<file path="config.mk">
export PLATFORM = sky130hd
export DESIGN_NAME = regfile_write_arbiter
export DESIGN_NICKNAME = d
export VERILOG_FILES = /design/src/rtl/mips_pkg.sv /design/src/rtl/regfile_busy_scoreboard.sv /design/src/rtl/regfile_write_arbiter.sv
export SDC_FILE = /design/constraint.sdc
export NUM_CORES = 1
export LEC_CHECK = 0
export ABC_AREA = 1
export CAP_MARGIN = 20
export CORE_MARGIN = 1
export CORE_UTILIZATION = 30
export CTS_CLUSTER_DIAMETER = 60
export CTS_CLUSTER_SIZE = 40
export DETAILED_ROUTE_END_ITERATION = 7
export PLACE_DENSITY = 0.67
export SYNTH_ARGS = -nofsm -noshare
export SYNTH_HDL_FRONTEND = slang
export SYNTH_SLANG_ARGS = --single-unit
</file>
<file path="constraint.sdc">
create_clock -name clock -period 1.4 [get_ports clock]
set_clock_uncertainty 0.15 [all_clocks]
set_input_delay 0.35 -clock clock [delete_from_list [all_inputs] [get_ports clock]]
set_output_delay 0.35 -clock clock [all_outputs]
set_load 0.01 [all_outputs]
</file>
<file path="src/rtl/mips_pkg.sv">
`default_nettype none
// ============================================================================
// Module      : mips_pkg
// Description : Shared register-file constants, the write-arbiter state
//               encoding, and a one-hot decode helper.
// Revision    : 1.0 - initial release
// ============================================================================
package mips_pkg;

    localparam int REG_COUNT  = 32;
    localparam int REG_ADDR_W = 5;
    localparam int DATA_W     = 32;

    // Arbiter state: fixed writeback priority, or one forced multicycle grant
    typedef enum logic [0:0] {
        ARB_NORMAL = 1'b0,
        ARB_FORCE  = 1'b1
    } arb_state_t;

    // Decode a register address into a one-hot register mask
    function automatic logic [REG_COUNT-1:0] reg_onehot(input logic [REG_ADDR_W-1:0] addr);
        return REG_COUNT'(1) << addr;
    endfunction

endpackage
`default_nettype wire

</file>
<file path="src/rtl/regfile_busy_scoreboard.sv">
`default_nettype none
// ============================================================================
// Module      : regfile_busy_scoreboard
// Description : One busy bit per register, set when a multicycle op reserves
//               the register and cleared when its result is accepted.
//               A same-cycle set wins over a clear; register 0 is never busy.
// Revision    : 1.0 - initial release
// ============================================================================
module regfile_busy_scoreboard
    import mips_pkg::*;
(
    input  logic                  clock,
    input  logic                  reset,
    input  logic                  set_valid,
    input  logic [REG_ADDR_W-1:0] set_address,
    input  logic                  clear_valid,
    input  logic [REG_ADDR_W-1:0] clear_address,
    output logic [REG_COUNT-1:0]  busy_mask
);

    // Register 0 is hardwired to zero, so it can never await a result
    localparam logic [REG_COUNT-1:0] c_reg0_clear = ~REG_COUNT'(1);

    logic [REG_COUNT-1:0] w_set;
    logic [REG_COUNT-1:0] w_clear;
    logic [REG_COUNT-1:0] w_next;

    // Next mask: clear first, then set, so a same-cycle reserve survives
    always_comb begin
        w_set   = set_valid   ? reg_onehot(set_address)   : '0;
        w_clear = clear_valid ? reg_onehot(clear_address) : '0;
        w_next  = ((busy_mask & ~w_clear) | w_set) & c_reg0_clear;
    end

    // Mask register with synchronous reset
    always_ff @(posedge clock) begin
        if (reset) begin
            busy_mask <= '0;
        end else begin
            busy_mask <= w_next;
        end
    end

endmodule
`default_nettype wire

</file>
<file path="src/rtl/regfile_write_arbiter.sv">
`default_nettype none
// ============================================================================
// Module      : regfile_write_arbiter
// Description : Shares the register-file write port between writeback
//               (fixed priority) and the multicycle unit. A wait counter
//               forces one multicycle grant after MAX_WAIT denied cycles.
//               Also tracks destinations reserved by in-flight multicycle ops.
// Revision    : 1.0 - initial release
// ============================================================================
module regfile_write_arbiter
    import mips_pkg::*;
#(
    parameter int MAX_WAIT = 4
) (
    input  logic                  clock,
    input  logic                  reset,
    input  logic                  wb_valid,
    input  logic [REG_ADDR_W-1:0] wb_address,
    input  logic [DATA_W-1:0]     wb_data,
    output logic                  wb_stall,
    input  logic                  mc_valid,
    input  logic [REG_ADDR_W-1:0] mc_address,
    input  logic [DATA_W-1:0]     mc_data,
    output logic                  mc_ready,
    input  logic                  mc_reserve_valid,
    input  logic [REG_ADDR_W-1:0] mc_reserve_address,
    output logic [REG_COUNT-1:0]  busy_mask,
    output logic                  rf_write_enable,
    output logic [REG_ADDR_W-1:0] rf_write_address,
    output logic [DATA_W-1:0]     rf_write_data
);

    localparam int                 c_cnt_w    = $clog2(MAX_WAIT + 1);
    localparam logic [c_cnt_w-1:0] c_max_wait = c_cnt_w'(MAX_WAIT);

    arb_state_t          r_state;
    logic [c_cnt_w-1:0]  r_wait_count;

    logic                w_force;
    logic                w_wb_grant;
    logic                w_mc_handshake;
    logic [c_cnt_w-1:0]  w_count_inc;

    // Grant decode: writeback wins in NORMAL, multicycle owns the port in FORCE
    always_comb begin
        w_force        = (r_state == ARB_FORCE);
        mc_ready       = w_force | ~wb_valid;
        wb_stall       = w_force & wb_valid;
        w_wb_grant     = wb_valid & ~w_force;
        w_mc_handshake = mc_valid & mc_ready;
        w_count_inc    = (r_wait_count == c_max_wait) ? r_wait_count
                                                      : r_wait_count + c_cnt_w'(1);
    end

    // Arbiter FSM and starvation counter; FORCE always lasts a single cycle
    always_ff @(posedge clock) begin
        if (reset) begin
            r_state      <= ARB_NORMAL;
            r_wait_count <= '0;
        end else begin
            case (r_state)
                ARB_FORCE: begin
                    r_state      <= ARB_NORMAL;
                    r_wait_count <= '0;
                end
                default: begin
                    if (mc_valid && !mc_ready) begin
                        r_wait_count <= w_count_inc;
                        if (w_count_inc == c_max_wait) begin
                            r_state <= ARB_FORCE;
                        end
                    end else begin
                        r_wait_count <= '0;
                    end
                end
            endcase
        end
    end

    // Write-port registers; a write to register 0 is consumed but not enabled
    always_ff @(posedge clock) begin
        if (reset) begin
            rf_write_enable  <= 1'b0;
            rf_write_address <= '0;
            rf_write_data    <= '0;
        end else if (w_wb_grant) begin
            rf_write_enable  <= (wb_address != '0);
            rf_write_address <= wb_address;
            rf_write_data    <= wb_data;
        end else if (w_mc_handshake) begin
            rf_write_enable  <= (mc_address != '0);
            rf_write_address <= mc_address;
            rf_write_data    <= mc_data;
        end else begin
            rf_write_enable  <= 1'b0;
        end
    end

    regfile_busy_scoreboard u_busy_scoreboard (
        .clock         (clock),
        .reset         (reset),
        .set_valid     (mc_reserve_valid),
        .set_address   (mc_reserve_address),
        .clear_valid   (w_mc_handshake),
        .clear_address (mc_address),
        .busy_mask     (busy_mask)
    );

endmodule
`default_nettype wire

</file>
==> flow_summary.toml <==
[sta]
max_clock_freq_ghz = 0.708
period_share_pct = 101
period_needed_ns = 1.41
slew_viol_final = 0
tns_ns = -0.0123
finalSetupViolCount = 1
rsz0062_at_grt = "yes"
hold_viol = 0
worst_slack_ns = -0.0123

[detailed_routing]
ant_nets = 0
remaining_drc_errors = 0
num_vias = 3727
vias_per_cell = 4.80
drt-total-wl_mm = 11.1
dr.pass1.iters = 6
wl_per_cell_um = 14.4
drt_iter0_drc = 225

[floorplan]
core-area_um2 = 10300
fp.dieW_um = 105
ios = 156
dieArea_um2 = 11000
num_rows = 37
die_height_um = 105
start_util_pct = 30.9

[finish]
area_growth_syn_to_layout_pct = 62.8
fin_nets = 721
antenna_cells = 0
multi_input_area_um2 = 1550
design_area_um2 = 5170
layout-drive-gt1-share_pct = 30.6
fillCellCount = 1018
seq_area_um2 = 1510

[clock_network]
clkSlewWorstSetupHoldPaths_ns = 0.07
cts_tree = "done"
clock_path_buffers = 2
cts_root_buf = "clkbuf_8"
htree_levels = 3
clock-sinks = 73
cts_buffers = 9
clk_latency_ns = 0.34
holdBufCountCts = 0

[power_and_ir_drop]
ir_drop_v = 0.000428
power_frac_comb_pct = 17.1
p_sw_mw = 1.26
p_int_mw = 3.70
seq_power_share_pct = 44.5
p_leak_nw = 2.29
powerDensity_nw_per_um2 = 960
pwr-share-clk_pct = 38.4
switching_share_pct = 25.4
finalPower_mw = 4.96

[place]
port_buffers = 154
post-dp-hpwl_mm = 7.95
placed_area_um2 = 5070
place_congestion = 0.880

[worst_setup_path]
path_max_fanout = 3
critPathKind = "reg2out"
worstPathRequired_ns = 0.90
cp-start-kind = "flip-flop"
arrival_ns = 0.91
crit_path_end_kind = "output port"

[yosys]
synthesis.yosys.warnings = 0
syn_area_per_cell_um2 = 6.96
seq_area_frac_synth_pct = 46.0
syn_area_um2 = 3170
synthCells = 456
ys_types = 20
yosys_register_bits = 73
syn_nets = 542

[status]
violations = "negative setup slack"
outcome = "finished, violations left"

[hold_path]
min_path_type = "in2reg"

[grt]
grt_pass1_vias = 3570
antenna_found_initial = 0
grt_pass1_wl_mm = 17.5
gr-total-overflow = 0
grt_max_degree = 32
grt.total_usage_pct = 19.9

[job]
max-cap-violations = 0
-- power by group through the flow --
stage | combinational, mW | sequential, mW | clock (mW)
final | 0.847 | 2.21 | 1.91
after global routing | 0.916 | 2.22 | 2.05
after CTS | 0.815 | 2.21 | 1.96
after detailed placement | 0.870 | 2.25 | 0
after global placement | 0.864 | 2.25 | 0
after floorplan | 0.275 | 2.29 | 0
-- synth_stat cells --
cell type / n / share of area [%]
nand2_1: 171 / 20
dfxtp_1: 73 / 46
a21oi_1: 32 / 5.0
a31oi_1: 32 / 6.3
inv_1: 30 / 3.5
nor2_1: 26 / 3.1
o21ai_0: 20 / 3.2
nand3_1: 19 / 3.0
buf_2: 15 / 2.4
clkbuf_1: 11 / 1.3
nand4_1: 10 / 2.0
o211ai_1: 4 / 0.95
nor2_2: 3 / 0.59
buf_4: 2 / 0.47
ha_1: 2 / 0.79
nor3_1: 2 / 0.32
and3_1: 1 / 0.20
conb_1: 1 / 0.12
xnor2_1: 1 / 0.28
xor2_1: 1 / 0.28
-- repair_timing --
action / 4_1_cts / 5_1_grt
setup buffers: 0 / 6
endpoints found under the setup margin: 144 / 73
gates resized for setup: 336 / 45
gates cloned: 1 / 0
pin swaps: 0 / 7
-- placed cells by master (no fill, tap or decap), types with 3 or more instances in the layout --
| cell | n |
|---|---|
| o21ai_0 | 8 |
| clkbuf_8 | 11 |
| o21ai_1 | 10 |
| nor2_2 | 9 |
| nand2_1 | 169 |
| buf_4 | 31 |
| nor2_1 | 18 |
| o211ai_1 | 4 |
| dfxtp_2 | 40 |
| buf_6 | 6 |
| nand3_1 | 17 |
| a21oi_1 | 32 |
| a31oi_1 | 32 |
| dlygate4sd2_1 | 3 |
| inv_1 | 24 |
| dfxtp_1 | 33 |
| buf_2 | 71 |
| inv_2 | 5 |
| buf_12 | 4 |
| clkdlybuf4s50_1 | 72 |
| dlymetal6s2s_1 | 6 |
| nand4_1 | 10 |
-- stage by stage --
stage               utilization (%)  hold slack, ns  std cells  worst slack, ns
floorplan                         -           0.333        456           0.0254
global placement               49.3           0.303        754           -0.579
detailed placement             49.3           0.300        754           -0.586
CTS                            49.2           0.192        771          -0.0329
global route                   50.3           0.197        776          -0.0534
finish                         50.3           0.192        776          -0.0123
-- worst max-delay path, stage by stage (launching register included) --
cell and delay [ns]:
dfxtp_2 0.33, inv_1 0.06, nand2_2 0.06, buf_6 0.12
-- metal layers --
layer / global-route usage, % / share of wire (%) / vias up
met5: 0 / 0 / -
met4: 6.34 / 1.1 / 0
met3: 4.87 / 7.4 / 15
met2: 34.8 / 48 / 141
met1: 24.0 / 44 / 1725
li1: - / - / 1846
-- sequential cells by signal, summed over array words and instances, names as in the netlist --
signal,count
rf_write_enable,1
r_wait_count,3
u_busy_scoreboard.busy_mask,31
rf_write_data,32
r_state,1
rf_write_address,5
-- path summary, 6_finish.rpt --
| check | slack (ns) | end | cells after the start | startpoint |
|---|---|---|---|---|
| min reg2reg | 0.31 | u_busy_scoreboard.busy_mask[4] | 2 | u_busy_scoreboard.busy_mask[4] |
| max reg2reg | 0.04 | rf_write_data[17] | 5 | r_state |
| max | -0.01 | mc_ready | 3 | r_state |
| min | 0.19 | r_wait_count[0] | 4 | reset |
-- kinds of logic (layout without fill, tap and decap cells) --
logic type / count (synthesis) / in the layout / synth area share (%)
compound gates: 88 / 88 / 15.5
flops: 73 / 73 / 46.0
buf+inv: 58 / 242 / 7.69
other cells: 1 / 1 / 0.118
simple gates: 232 / 232 / 29.4
xor+xnor: 2 / 2 / 0.552
fa+ha+maj: 2 / 2 / 0.788
-- area by class of cell --
type	instances	area share, %
timing repair buffer	196	30.9
tap	136	3.29
clock buffer	11	2.93
clock inverter	5	1.50
multi-input combinational	325	29.9
inverter	30	2.25
sequential	73	29.2
Note: power is estimated with default switching activity, not from simulation.
==> patch: new RTL, same settings <==
Reset style: asynchronous (`reset`), changed in 3 clocked blocks. Comments in the files are not updated.
--- a/src/rtl/regfile_busy_scoreboard.sv
+++ b/src/rtl/regfile_busy_scoreboard.sv
@@ -33,7 +33,7 @@
     end
 
     // Mask register with synchronous reset
-    always_ff @(posedge clock) begin
+    always_ff @(posedge clock or posedge reset) begin
         if (reset) begin
             busy_mask <= '0;
         end else begin
--- a/src/rtl/regfile_write_arbiter.sv
+++ b/src/rtl/regfile_write_arbiter.sv
@@ -53,7 +53,7 @@
     end
 
     // Arbiter FSM and starvation counter; FORCE always lasts a single cycle
-    always_ff @(posedge clock) begin
+    always_ff @(posedge clock or posedge reset) begin
         if (reset) begin
             r_state      <= ARB_NORMAL;
             r_wait_count <= '0;
@@ -78,7 +78,7 @@
     end
 
     // Write-port registers; a write to register 0 is consumed but not enabled
-    always_ff @(posedge clock) begin
+    always_ff @(posedge clock or posedge reset) begin
         if (reset) begin
             rf_write_enable  <= 1'b0;
             rf_write_address <= '0;
Behaviour: differs if reset is asserted again (counterexample within 4 cycles, from zero or initial values and one cycle with reset high); with reset held inactive, the same outputs for 10 cycles.
==> patch against the unedited design <==
  * The run still ends with negative setup slack left
  * Combinational power is 91% higher
  * Sequential share of layout area is 3.3 points higher
  * Setup slack worse by 0.17 ns
  * Via count is 3.1% lower
  * Sequential cell count stayed put
  * Cell area is 8.6% higher
  * Area after synthesis is 9.9% higher
  * Global-route usage is 1.3 points lower
  * Power is 31% higher
  * Critical path depth is 1 higher
  * First-iteration DRC count is 28% lower
  * Die area is 9.7% higher
  * Wire length hardly changed
  * Critical endpoint unchanged
==> patch: results (changes against the unedited design) <==
outcome finished with violations; failing checks negative setup slack; met1 usage 21.5% (-2.5 points); Leakage 2.76 nW (+20%); wire length of the first global-routing pass 16900 um (-3.5%); DRT Pass-1 Iters 4 (-2); Via density 4.61 (-4.1%); top cells by count, synth nand2_1, dfrtp_1, nand3_1, nor2_1, inv_1; gp weighted congestion 0.885 (+0.63%); ys flop type dfrtp_1; critical path launch point r_state$_DFF_PP0_; largest net degree at the start of global routing 34 (+6.3%); critical path arrival 1.08 ns (+0.17 ns); crit path capture mc_ready; dpl hpwl 7940 um (about the same); port bufs 154 (unchanged); clock-pin slew on the worst setup and hold paths 0.06 ns; fraction of registers with async set/reset 100% (+100 points); H-tree depth 3 (unchanged); Critical Path Fanout Max 2 (-1); HP Class in2async; post-synthesis sequential area ratio 52.4% (+6.3 points); share of cells above drive strength 1 26.8% (-3.8 points); P_int 4.63 mW (+25%); Max VDD drop 0.647 mV (+51%); TNS Setup -5.16 ns (-5.14 ns); final setup margin -0.183 ns (-0.171 ns); Worst R2R Setup Slack -0.16 ns (-0.20 ns); met3 usage in global routing 5.57% (+0.71 points); vias in the first global route 3582 (+0.34%); final wirelength 11200 um (about the same); initial DRC count 162 (-28%); Largest regs rf_write_data: 32 flops, u_busy_scoreboard.busy_mask: 31 flops, rf_write_address: 5 flops; yosys warns 0 (unchanged); post-CTS resize count 301 (-10%); RR Endpoint rf_write_data[2]$_DFFE_PP0P_; endpoints failing setup 51 (+50); ANT cells 0 (unchanged); top post-synthesis cells by area dfrtp_1, nand2_1, nand3_1; worst skew pair latency 0.32 ns (-0.02 ns); worst-case reg-to-reg path depth 8 (+3); CTS root buf clkbuf_16; met2 Track Usage GR 32.8% (-2.0 points); Final nets 723 (+0.28%); dpl ws -0.697 ns (-0.111 ns); total CTS buffers 9 (unchanged); post-CTS setup buffer count 14 (+14); syn nets 525 (-3.1%); gr usage total 18.6% (-1.3 points); Synth cell types 25 (+25%)
==> patch: changes by cell type in the layout (fill, tap and decap cells not counted), sizes merged, moves of 30 or more <==
cell,unedited run,this run
dfxtp,73,0
a21oi,32,0
nand3,19,51
dfrtp,0,73
nand2,171,201
a31oi,32,0
==> patch: logic make-up after synthesis <==
kind of cell | Yosys count | share of synthesized area, %
fa+ha+maj | 2 | 0.718
simple gates | 292 | 34.9
other cells | 1 | 0.108
compound gates | 23 | 4.56
flops | 73 | 52.4
xor+xnor | 2 | 0.502
buf+inv | 46 | 6.78
==> patch: stage by stage <==
step / utilization, % / instances / instance area, um^2 / total power [mW] / hold slack, ns
3_5_place_dp: 47.7 / 753 / 5420 / 4.48 / 0.312
3_3_place_gp: 47.7 / 753 / 5420 / 4.45 / 0.311
5_1_grt: 49.4 / 784 / 5610 / 6.88 / 0.327
2_1_floorplan: - / 439 / 3490 / 3.27 / 0.320
4_1_cts: 48.9 / 783 / 5560 / 6.58 / 0.308
6_report: 49.4 / 784 / 5610 / 6.50 / 0.308
==> patch: worst min-delay path by stage <==
stage | endpoint | slack, ns | cells past startpoint
final | u_busy_scoreboard.busy_mask[7]$_DFF_PP0_ | 0.31 | 3
after global routing | u_busy_scoreboard.busy_mask[7]$_DFF_PP0_ | 0.33 | 3
after CTS | u_busy_scoreboard.busy_mask[7]$_DFF_PP0_ | 0.31 | 3
after detailed placement | u_busy_scoreboard.busy_mask[18]$_DFF_PP0_ | 0.31 | 2
after global placement | u_busy_scoreboard.busy_mask[21]$_DFF_PP0_ | 0.31 | 2
after floorplan | rf_write_data[0]$_DFFE_PP0P_ | 0.32 | 2
==> patch: critical path: stages, from the launching register on <==
cell,delay [ns]
dfrtp_1,0.40
buf_4,0.14
inv_2,0.04
nand2_2,0.06
buf_6,0.12
==> patch: final cells by class <==
| type | instances | area, um^2 |
|---|---|---|
| tap | 143 | 179 |
| sequential | 73 | 1830 |
| inverter | 25 | 108 |
| clock buffer | 9 | 225 |
| clock inverter | 6 | 68.8 |
| multi-input combinational | 321 | 1470 |
| fill | 1099 | 5760 |
| timing repair buffer | 207 | 1730 |
==> patch: per-layer routing <==
metal	up-vias	wire length (um)	part of all wire, %
met2	142	5470	49
met1	1680	4570	41
li1	1783	-	-
met3	6	1040	9.3
met5	-	0	0
met4	0	84	0.75
==> patch: power groups by stage <==
stage | Clock, mW | Sequential (mW) | Combinational (mW)
2_1_floorplan | 0 | 2.79 | 0.478
3_3_place_gp | 0 | 2.65 | 1.80
3_5_place_dp | 0 | 2.65 | 1.82
4_1_cts | 2.35 | 2.61 | 1.62
5_1_grt | 2.44 | 2.65 | 1.78
6_report | 2.27 | 2.61 | 1.62
